**config.mk**
```make
export PLATFORM = sky130hd
export DESIGN_NAME = gpio_serial_loader
export DESIGN_NICKNAME = d
export VERILOG_FILES = /design/src/rtl/gpio_serial_loader.sv
export SDC_FILE = /design/constraint.sdc
export NUM_CORES = 1
export LEC_CHECK = 0
export CORE_ASPECT_RATIO = 0.5
export CORE_UTILIZATION = 40
export DETAILED_ROUTE_END_ITERATION = 12
export HOLD_SLACK_MARGIN = 0.02
export PLACE_DENSITY = 0.71
export REMOVE_ABC_BUFFERS = 1
export SLEW_MARGIN = 20
export SYNTH_ARGS = -nofsm -noshare
export SYNTH_HDL_FRONTEND = slang
export SYNTH_SLANG_ARGS = --single-unit
```
**constraint.sdc**
```tcl
create_clock -name wb_clk_i -period 2 [get_ports wb_clk_i]
set_clock_uncertainty 0.15 [all_clocks]
set_input_delay 0.4 -clock wb_clk_i [delete_from_list [all_inputs] [get_ports wb_clk_i]]
set_output_delay 0.4 -clock wb_clk_i [all_outputs]
set_load 0.01 [all_outputs]
```
**src/rtl/gpio_serial_loader.sv**
```systemverilog
// gpio_serial_loader: fetches one 13-bit configuration word per pad, shifts the
// words MSB-first into the pad-ring chain using a divided serial_clock, then
// strobes serial_load so all pads latch together.
// Optional feature macro GPIO_SERIAL_RESET_EN: pulse serial_resetn low for
// 2*CLK_DIV cycles before shifting, returning the chain to its mask defaults.
//
// state  | meaning
// IDLE   | waiting for start
// RESET  | serial_resetn held low (GPIO_SERIAL_RESET_EN only)
// FETCH  | word_addr presented, word_data captured at end of cycle
// SHIFT  | low/high serial_clock phases, one bit per 2*CLK_DIV cycles
// LOAD   | serial_load high for CLK_DIV cycles
// DONE   | one-cycle done pulse, busy still high
module gpio_serial_loader #(
  parameter int NUM_GPIO = 19,
  parameter int CLK_DIV  = 2,
  localparam int AW = (NUM_GPIO > 1) ? $clog2(NUM_GPIO) : 1
) (
  input  logic          wb_clk_i,
  input  logic          wb_rst_i,
  input  logic          start,
  output logic          busy,
  output logic          done,
  output logic [AW-1:0] word_addr,
  input  logic [12:0]   word_data,
  output logic          serial_clock,
  output logic          serial_data,
  output logic          serial_load,
  output logic          serial_resetn
);

`ifdef GPIO_SERIAL_RESET_EN
  localparam int CW = $clog2(2 * CLK_DIV + 1);
`else
  localparam int CW = $clog2(CLK_DIV + 1);
`endif
  localparam logic [CW-1:0] DIV_LAST = CW'(CLK_DIV - 1);

  typedef enum logic [2:0] {
    ST_IDLE,
`ifdef GPIO_SERIAL_RESET_EN
    ST_RESET,
`endif
    ST_FETCH,
    ST_SHIFT,
    ST_LOAD,
    ST_DONE
  } state_t;

  state_t          state, state_n;
  logic [CW-1:0]   div_cnt, div_cnt_n;
  logic            phase, phase_n;        // 0 = low phase, 1 = high phase
  logic [3:0]      bit_cnt, bit_cnt_n;
  // serial_data holds the current MSB; shreg holds the 12 bits still to go.
  logic [11:0]     shreg, shreg_n;
  logic            busy_n, done_n, serial_clock_n, serial_data_n, serial_load_n;
  logic [AW-1:0]   word_addr_n;
`ifdef GPIO_SERIAL_RESET_EN
  logic            resetn_q, resetn_n;
  assign serial_resetn = resetn_q;
`else
  assign serial_resetn = 1'b1;
`endif

  // Next-state and next-output decode; every output is registered below.
  always_comb begin
    state_n        = state;
    div_cnt_n      = div_cnt;
    phase_n        = phase;
    bit_cnt_n      = bit_cnt;
    shreg_n        = shreg;
    busy_n         = busy;
    done_n         = done;
    word_addr_n    = word_addr;
    serial_clock_n = serial_clock;
    serial_data_n  = serial_data;
    serial_load_n  = serial_load;
`ifdef GPIO_SERIAL_RESET_EN
    resetn_n       = resetn_q;
`endif
    case (state)
      ST_IDLE: begin
        if (start) begin
          busy_n      = 1'b1;
          word_addr_n = AW'(NUM_GPIO - 1);
`ifdef GPIO_SERIAL_RESET_EN
          state_n     = ST_RESET;
          div_cnt_n   = CW'(2 * CLK_DIV - 1);
          resetn_n    = 1'b0;
`else
          state_n     = ST_FETCH;
`endif
        end
      end
`ifdef GPIO_SERIAL_RESET_EN
      ST_RESET: begin
        if (div_cnt == '0) begin
          resetn_n = 1'b1;
          state_n  = ST_FETCH;
        end else begin
          div_cnt_n = div_cnt - CW'(1);
        end
      end
`endif
      ST_FETCH: begin
        serial_data_n = word_data[12];
        shreg_n       = word_data[11:0];
        bit_cnt_n     = 4'd12;
        phase_n       = 1'b0;
        div_cnt_n     = DIV_LAST;
        state_n       = ST_SHIFT;
      end
      ST_SHIFT: begin
        if (div_cnt != '0) begin
          div_cnt_n = div_cnt - CW'(1);
        end else if (!phase) begin
          phase_n        = 1'b1;
          serial_clock_n = 1'b1;
          div_cnt_n      = DIV_LAST;
        end else begin
          serial_clock_n = 1'b0;
          phase_n        = 1'b0;
          div_cnt_n      = DIV_LAST;
          shreg_n        = {shreg[10:0], 1'b0};
          if (bit_cnt != 4'd0) begin
            bit_cnt_n     = bit_cnt - 4'd1;
            serial_data_n = shreg[11];
          end else if (word_addr == '0) begin
            serial_load_n = 1'b1;
            state_n       = ST_LOAD;
          end else begin
            word_addr_n = word_addr - AW'(1);
            state_n     = ST_FETCH;
          end
        end
      end
      ST_LOAD: begin
        if (div_cnt == '0) begin
          serial_load_n = 1'b0;
          done_n        = 1'b1;
          state_n       = ST_DONE;
        end else begin
          div_cnt_n = div_cnt - CW'(1);
        end
      end
      ST_DONE: begin
        done_n  = 1'b0;
        busy_n  = 1'b0;
        state_n = ST_IDLE;
      end
      default: state_n = ST_IDLE;
    endcase
  end

  // State and output registers with synchronous reset.
  always_ff @(posedge wb_clk_i) begin
    if (wb_rst_i) begin
      state        <= ST_IDLE;
      div_cnt      <= '0;
      phase        <= 1'b0;
      bit_cnt      <= 4'd0;
      shreg        <= '0;
      busy         <= 1'b0;
      done         <= 1'b0;
      word_addr    <= '0;
      serial_clock <= 1'b0;
      serial_data  <= 1'b0;
      serial_load  <= 1'b0;
`ifdef GPIO_SERIAL_RESET_EN
      resetn_q     <= 1'b1;
`endif
    end else begin
      state        <= state_n;
      div_cnt      <= div_cnt_n;
      phase        <= phase_n;
      bit_cnt      <= bit_cnt_n;
      shreg        <= shreg_n;
      busy         <= busy_n;
      done         <= done_n;
      word_addr    <= word_addr_n;
      serial_clock <= serial_clock_n;
      serial_data  <= serial_data_n;
      serial_load  <= serial_load_n;
`ifdef GPIO_SERIAL_RESET_EN
      resetn_q     <= resetn_n;
`endif
    end
  end

endmodule
```
==> flow_metrics.py, run 1 <==
metrics = {
    "synthesis": {
        "synth_seq_area_share_pct": 38.8,
        "syn_area_sq_mm": 0.00165,
        "synth_cells": 202,
        "yosys_warnings": 0,
        "synth-seq-cells": 32,
        "yosysUniqueCellTypes": 44,
        "synth_top_area_share_pct": 38.8,
        "netlist_top_cells_count": "dfxtp_1 (32), nand2_1 (31), nor2_1 (19), a21oi_1 (14), a311oi_1 (13)",
        "yosysMostFrequentCell": "dfxtp_1",
        "syn_avg_cell_area_sq_um": 8.16,
        "async_flop_share_pct": 0,
        "synth_edf_count": 0,
        "synthTopCellsByArea": "dfxtp_1 (39%), nand2_1 (7.1%), a311oi_1 (6.9%)",
        "synth-main-ff-cell": "dfxtp_1",
        "yosysTopAreaCell": "dfxtp_1",
    },
    "setup_path": {
        "end_kind": "register",
        "worst-path-buf-inv": 1,
        "cp-start-kind": "input pin",
        "timing.rr.end": "word_addr[2]$_SDFFE_PP0P_",
        "required_ns": 2.02,
        "worstPathArrival_ns": 1.96,
        "reg2reg_from": "bit_cnt[0]$_SDFFE_PP0P_",
        "worst_path_max_delay_cell": "or4b_1",
        "startpoint": "start",
        "rr_worst_depth": 7,
        "cp_top_family": "compound AO/OA/AOI/OAI gates",
        "cpPeakStageDelay_ns": 0.51,
        "rrSetupSlack_ns": 0.11,
        "path_cells": "clkdlybuf4s50_1 -> or4b_1 -> o21a_1 -> o311ai_2 -> o41ai_2",
        "critPathKind": "input pin to register",
        "crit_fanout": 3,
    },
    "global_routing": {
        "antenna_found_initial": 0,
        "grt_overflow": 0,
        "grtUsageTotal_pct": 18.1,
        "grt_pass1_wl_mm": 5.93,
        "grt_max_degree": 24,
        "grt_pass1_vias": 1327,
    },
    "route": {
        "drt_iter0_markers": 37,
        "drcViolationCount": 1,
        "drtPass1Iterations": 8,
        "num_vias": 1574,
        "avgRoutedWirePerCell_microns": 12.9,
        "drtAntennaViolNets": 0,
        "vias_per_cell": 5.45,
        "wl_mm": 3.74,
    },
    "clocking": {
        "clock_sinks": 32,
        "cts_resized": 0,
        "cts_made_buffers": 5,
        "clk_latency_ns": 0.29,
        "clk_path_buf_depth": 2,
        "clkTransAtPathRegs_ns": 0.07,
        "holdBufCountCts": 0,
        "h-tree-depth": 2,
        "cts_tree": "yes",
        "cts_setup_buffers": 0,
        "cts-root-buf": "clkbuf_8",
    },
    "run": {
        "maxCapViolCount": 0,
    },
    "final_layout": {
        "nets": 255,
        "fin_util_pct": 54.2,
        "diodes": 0,
        "drive_above_1_share_pct": 14.9,
        "area_delta_synth_final_pct": 29.0,
        "n_fill_cell": 390,
    },
    "min_path": {
        "hold_class": "register to register",
        "whs_path_depth": 2,
        "min_to": "serial_load$_SDFFE_PP0P_",
        "min_from": "serial_load$_SDFFE_PP0P_",
    },
    "placed_design": {
        "gp_congestion": 0.840,
        "dp_slack_ns": -0.219,
        "dp_hpwl_mm": 2.63,
        "numPortBuffers": 25,
    },
    "floorplanning": {
        "fp.dieArea_sq_mm": 0.00440,
        "ios": 27,
        "fp.dieH_microns": 47.4,
        "coreArea_sq_mm": 0.00392,
        "placementRows": 16,
        "die_w_microns": 92.8,
        "start_util_pct": 42.0,
    },
    "sta": {
        "holdWs_ns": 0.314,
        "final-setup-viol-count": 0,
        "fmax_ghz": 0.516,
        "min_period_ns": 1.94,
        "drv_slew": 0,
        "fin_crit_sh_pct": 96.9,
        "rsz0062_at_grt": "yes",
        "finalWorstSetupSlack_ns": 0.0619,
        "finalHoldViolations": 0,
    },
    "outcome": {
        "status": "finished, violations left",
        "violations": "DRC",
    },
    "pwr": {
        "power_w": 0.00312,
        "peakVddDrop_v": 0.000538,
        "power.leakage_nw": 0.780,
        "p_per_area_mw_per_mm2": 1470,
    },
}
[sequential cells by signal, summed over array words and instances, names as in the netlist]
name and flops:
bit_cnt 4, shreg 12, done 1, busy 1
serial_data 1, phase 1, div_cnt 2, word_addr 5
serial_load 1, serial_clock 1, state 3
[metrics by stage]
stage / instances / area, sq um / TNS (ns)
after CTS: 289 / 2100 / 0
after global routing: 289 / 2130 / 0
after floorplan: 188 / 1570 / -16.83
after detailed placement: 282 / 2020 / -0.757
after global placement: 282 / 2020 / -0.579
final: 289 / 2130 / 0
[layout make-up]
type | count | area [sq um] | area share [%]
repair buffers | 40 | 375 | 17.6
flip-flops and latches | 32 | 641 | 30.1
multi-input cells | 146 | 928 | 43.6
clock inverters | 1 | 5.00 | 0.235
clock buffers | 6 | 72.6 | 3.41
inverters | 10 | 37.5 | 1.76
well taps | 54 | 67.6 | 3.18
[worst reg2reg max path, delay by kind of cell (launching register included)]
family / cells / cell delay (ns)
DFF: 1 / 0.32
buffers and inverters: 2 / 0.23
AOI/OAI and AO/OA: 2 / 0.36
and+or+nand+nor: 2 / 0.53
adders and majority gates: 1 / 0.20
[routing by layer]
| layer | wire length (microns) | vias up | global-route usage (%) |
|---|---|---|---|
| li1 | - | 792 | - |
| met5 | 0 | - | 0 |
| met2 | 1620 | 38 | 28.7 |
| met4 | 53 | 0 | 9.85 |
| met3 | 176 | 5 | 4.69 |
| met1 | 1890 | 739 | 23.5 |
[logic make-up (layout without fill, tap and decap cells)]
group / after synthesis / in the layout / synth area share (%)
flip-flops: 32 / 32 / 38.8
buffers and inverters: 24 / 57 / 6.91
AND/OR/NAND/NOR: 81 / 81 / 25.6
AO/OA/AOI/OAI: 60 / 60 / 25.3
other: 1 / 1 / 0.227
adder cells (fa/ha/maj): 4 / 4 / 3.04
[how the worst max path moves through the flow]
stage                                endpoint  slack (ns)  cells after the start
global route        word_addr[2]$_SDFFE_PP0P_       0.001                      7
global placement    word_addr[2]$_SDFFE_PP0P_       -0.17                      5
detailed placement  word_addr[2]$_SDFFE_PP0P_       -0.22                      5
finish              word_addr[2]$_SDFFE_PP0P_        0.06                      5
CTS                 word_addr[2]$_SDFFE_PP0P_       0.002                      7
floorplan             bit_cnt[3]$_SDFFE_PP0P_       -0.87                      4
[cell usage in the layout, fill, tap and decap left out, drive strengths merged, types with 2 or more instances in the layout]
cell type and count:
nor2 19, nand4 3, clkbuf 6, a211oi 4
a21oi 16, o21ai 12, nand2 31, o41ai 2
or3 3, nor3b 4, buf 15, nand3 4
ha 4, o21a 3, or4 3, nor3 2
a21boi 2, nand2b 3, dfxtp 32, inv 10
or3b 2, clkdlybuf4s50 25, a311oi 13, o31ai 2
[power breakdown]
group	leakage (nW)	total, W	internal (W)	switching [W]
Clock	0.0410	0.000468	0.000236	0.000232
Sequential	0.262	0.000964	0.000825	0.000139
Combinational	0.476	0.00169	0.000787	0.000899
Note: power is estimated with default switching activity, not from simulation.
==> run 2: changes to the inputs <==
Settings changed: RECOVER_POWER set to 25, SLEW_MARGIN 20 to 0.
==> run 2 against run 1 <==
The flow still finishes with violations (DRC). Sequential power about the same. Core utilization decreased by 0.064 points. Cell area shrank 0.12%. Via count shrank 0.44%. Sequential share of layout area about the same. Sequential cell count unchanged. Clock power about the same. Die area unchanged. Final cell count unchanged. Largest cell class unchanged. Largest power group unchanged.
==> flow_metrics.py, run 2 (same netlist as run 1, synthesis figures left out) <==
metrics = {
    "outcome": {
        "status": "finished, violations left",
        "violations": "DRC",
    },
    "sta": {
        "drv_slew": 0,
        "final-setup-viol-count": 0,
        "finalWorstSetupSlack_ns": 0.0607,
        "fin_setup_tns_ns": 0,
        "fin_crit_sh_pct": 97.0,
        "finalHoldViolations": 0,
        "fmax_ghz": 0.516,
        "rsz0062_at_grt": "yes",
        "min_period_ns": 1.94,
    },
    "final_layout": {
        "mostFrequentLayoutCells": "dfxtp_1 (32), nand2_1 (31), clkdlybuf4s50_1 (25)",
        "area_delta_synth_final_pct": 28.8,
        "reg_top3": "shreg: 12 flops, word_addr: 5 flops, bit_cnt: 4 flops",
        "largest_register": "shreg",
        "drive_above_1_share_pct": 14.0,
        "diodes": 0,
        "multi_input_area_sq_um": 926,
        "largest_reg_flops": 12,
        "ff_latch_area_sq_um": 641,
        "final_common_cell": "dfxtp_1",
        "n_fill_cell": 391,
        "nets": 255,
    },
    "floorplanning": {
        "coreArea_sq_mm": 0.00392,
        "placementRows": 16,
        "ios": 27,
        "die_w_microns": 92.8,
        "fp.dieArea_sq_mm": 0.00440,
        "fp.dieH_microns": 47.4,
        "start_util_pct": 42.0,
    },
    "clocking": {
        "clock_sinks": 32,
        "cts_tree": "yes",
        "clk_path_buf_depth": 2,
        "cts_made_buffers": 5,
        "cts-root-buf": "clkbuf_8",
        "h-tree-depth": 2,
        "holdBufCountCts": 0,
        "clkTransAtPathRegs_ns": 0.07,
        "clk_latency_ns": 0.29,
    },
    "min_path": {
        "whs_path_depth": 2,
        "hold_class": "register to register",
        "min_from": "serial_load$_SDFFE_PP0P_",
        "min_to": "serial_load$_SDFFE_PP0P_",
    },
    "setup_path": {
        "startpoint": "start",
        "critPathKind": "input pin to register",
        "timing.rr.end": "word_addr[2]$_SDFFE_PP0P_",
        "worstPathArrival_ns": 1.96,
        "reg2reg_from": "bit_cnt[0]$_SDFFE_PP0P_",
        "required_ns": 2.02,
        "end_kind": "register",
        "rr_worst_depth": 7,
        "crit_fanout": 3,
        "rrSetupSlack_ns": 0.11,
        "cp-start-kind": "input pin",
    },
    "pwr": {
        "power.leakage_nw": 0.783,
        "p_per_area_mw_per_mm2": 1470,
        "peakVddDrop_v": 0.000537,
    },
    "placed_design": {
        "gp_congestion": 0.840,
        "dp_hpwl_mm": 2.63,
        "numPortBuffers": 25,
        "dp_slack_ns": -0.219,
    },
    "global_routing": {
        "grt_max_degree": 24,
        "grt_pass1_wl_mm": 5.93,
        "grt_pass1_vias": 1327,
        "grtUsageTotal_pct": 18.1,
        "grt_overflow": 0,
        "antenna_found_initial": 0,
    },
    "route": {
        "drtAntennaViolNets": 0,
        "avgRoutedWirePerCell_microns": 13.0,
        "num_vias": 1567,
        "wl_mm": 3.74,
        "drcViolationCount": 1,
        "drtPass1Iterations": 8,
        "vias_per_cell": 5.42,
        "drt_iter0_markers": 39,
    },
    "run": {
        "maxCapViolCount": 0,
    },
}
==> run 2: cell counts in the layout (fill, tap and decap cells not counted) <==
Identical to the previous run, type by type.
==> run 2: worst max-delay path, cell delays in order <==
cell             delay, ns
clkdlybuf4s50_1       0.49
or4b_1                0.51
o21a_1                0.16
o311ai_2              0.28
o41ai_2               0.11
==> run 2: through the flow <==
stage	hold slack, ns	std cells	area, sq um	total power [W]	utilization (%)
floorplan	0.295	188	1570	0.00196	-
global placement	0.301	282	2020	0.00257	51.5
detailed placement	0.302	282	2020	0.00261	51.5
CTS	0.319	289	2100	0.00309	53.5
global route	0.339	289	2120	0.00336	54.1
finish	0.314	289	2120	0.00311	54.1
==> run 2: where the power goes <==
group | total (W) | internal [W] | switching [W]
logic | 0.00168 | 0.000783 | 0.000898
registers | 0.000965 | 0.000825 | 0.000140
clock network | 0.000467 | 0.000236 | 0.000231
==> run 2: worst max path at each step <==
stage	slack [ns]	end	depth (start not counted)
2_1_floorplan	-0.87	bit_cnt[3]$_SDFFE_PP0P_	4
3_3_place_gp	-0.17	word_addr[2]$_SDFFE_PP0P_	5
3_5_place_dp	-0.22	word_addr[2]$_SDFFE_PP0P_	5
4_1_cts	0.002	word_addr[2]$_SDFFE_PP0P_	7
5_1_grt	-0.02	bit_cnt[3]$_SDFFE_PP0P_	6
6_report	0.06	word_addr[2]$_SDFFE_PP0P_	5
==> run 2: area by class of cell <==
type / instances / area share [%]
multi-input combinational: 146 / 43.6
sequential: 32 / 30.2
inverter: 10 / 1.77
timing repair buffer: 40 / 17.7
tap: 54 / 3.18
clock inverter: 1 / 0.236
clock buffer: 6 / 3.42
==> run 2: routing by layer <==
metal	up-vias	GRT usage, %	wire length (microns)
met1	733	23.5	1900
met5	-	0	0
met3	5	4.69	173
li1	793	-	-
met2	36	28.7	1620
met4	0	9.85	53
==> run 2: timing repair <==
action | CTS | global route
setup buffers | 0 | 0
setup endpoints to repair | 0 | 7
gates resized for setup | 0 | 6
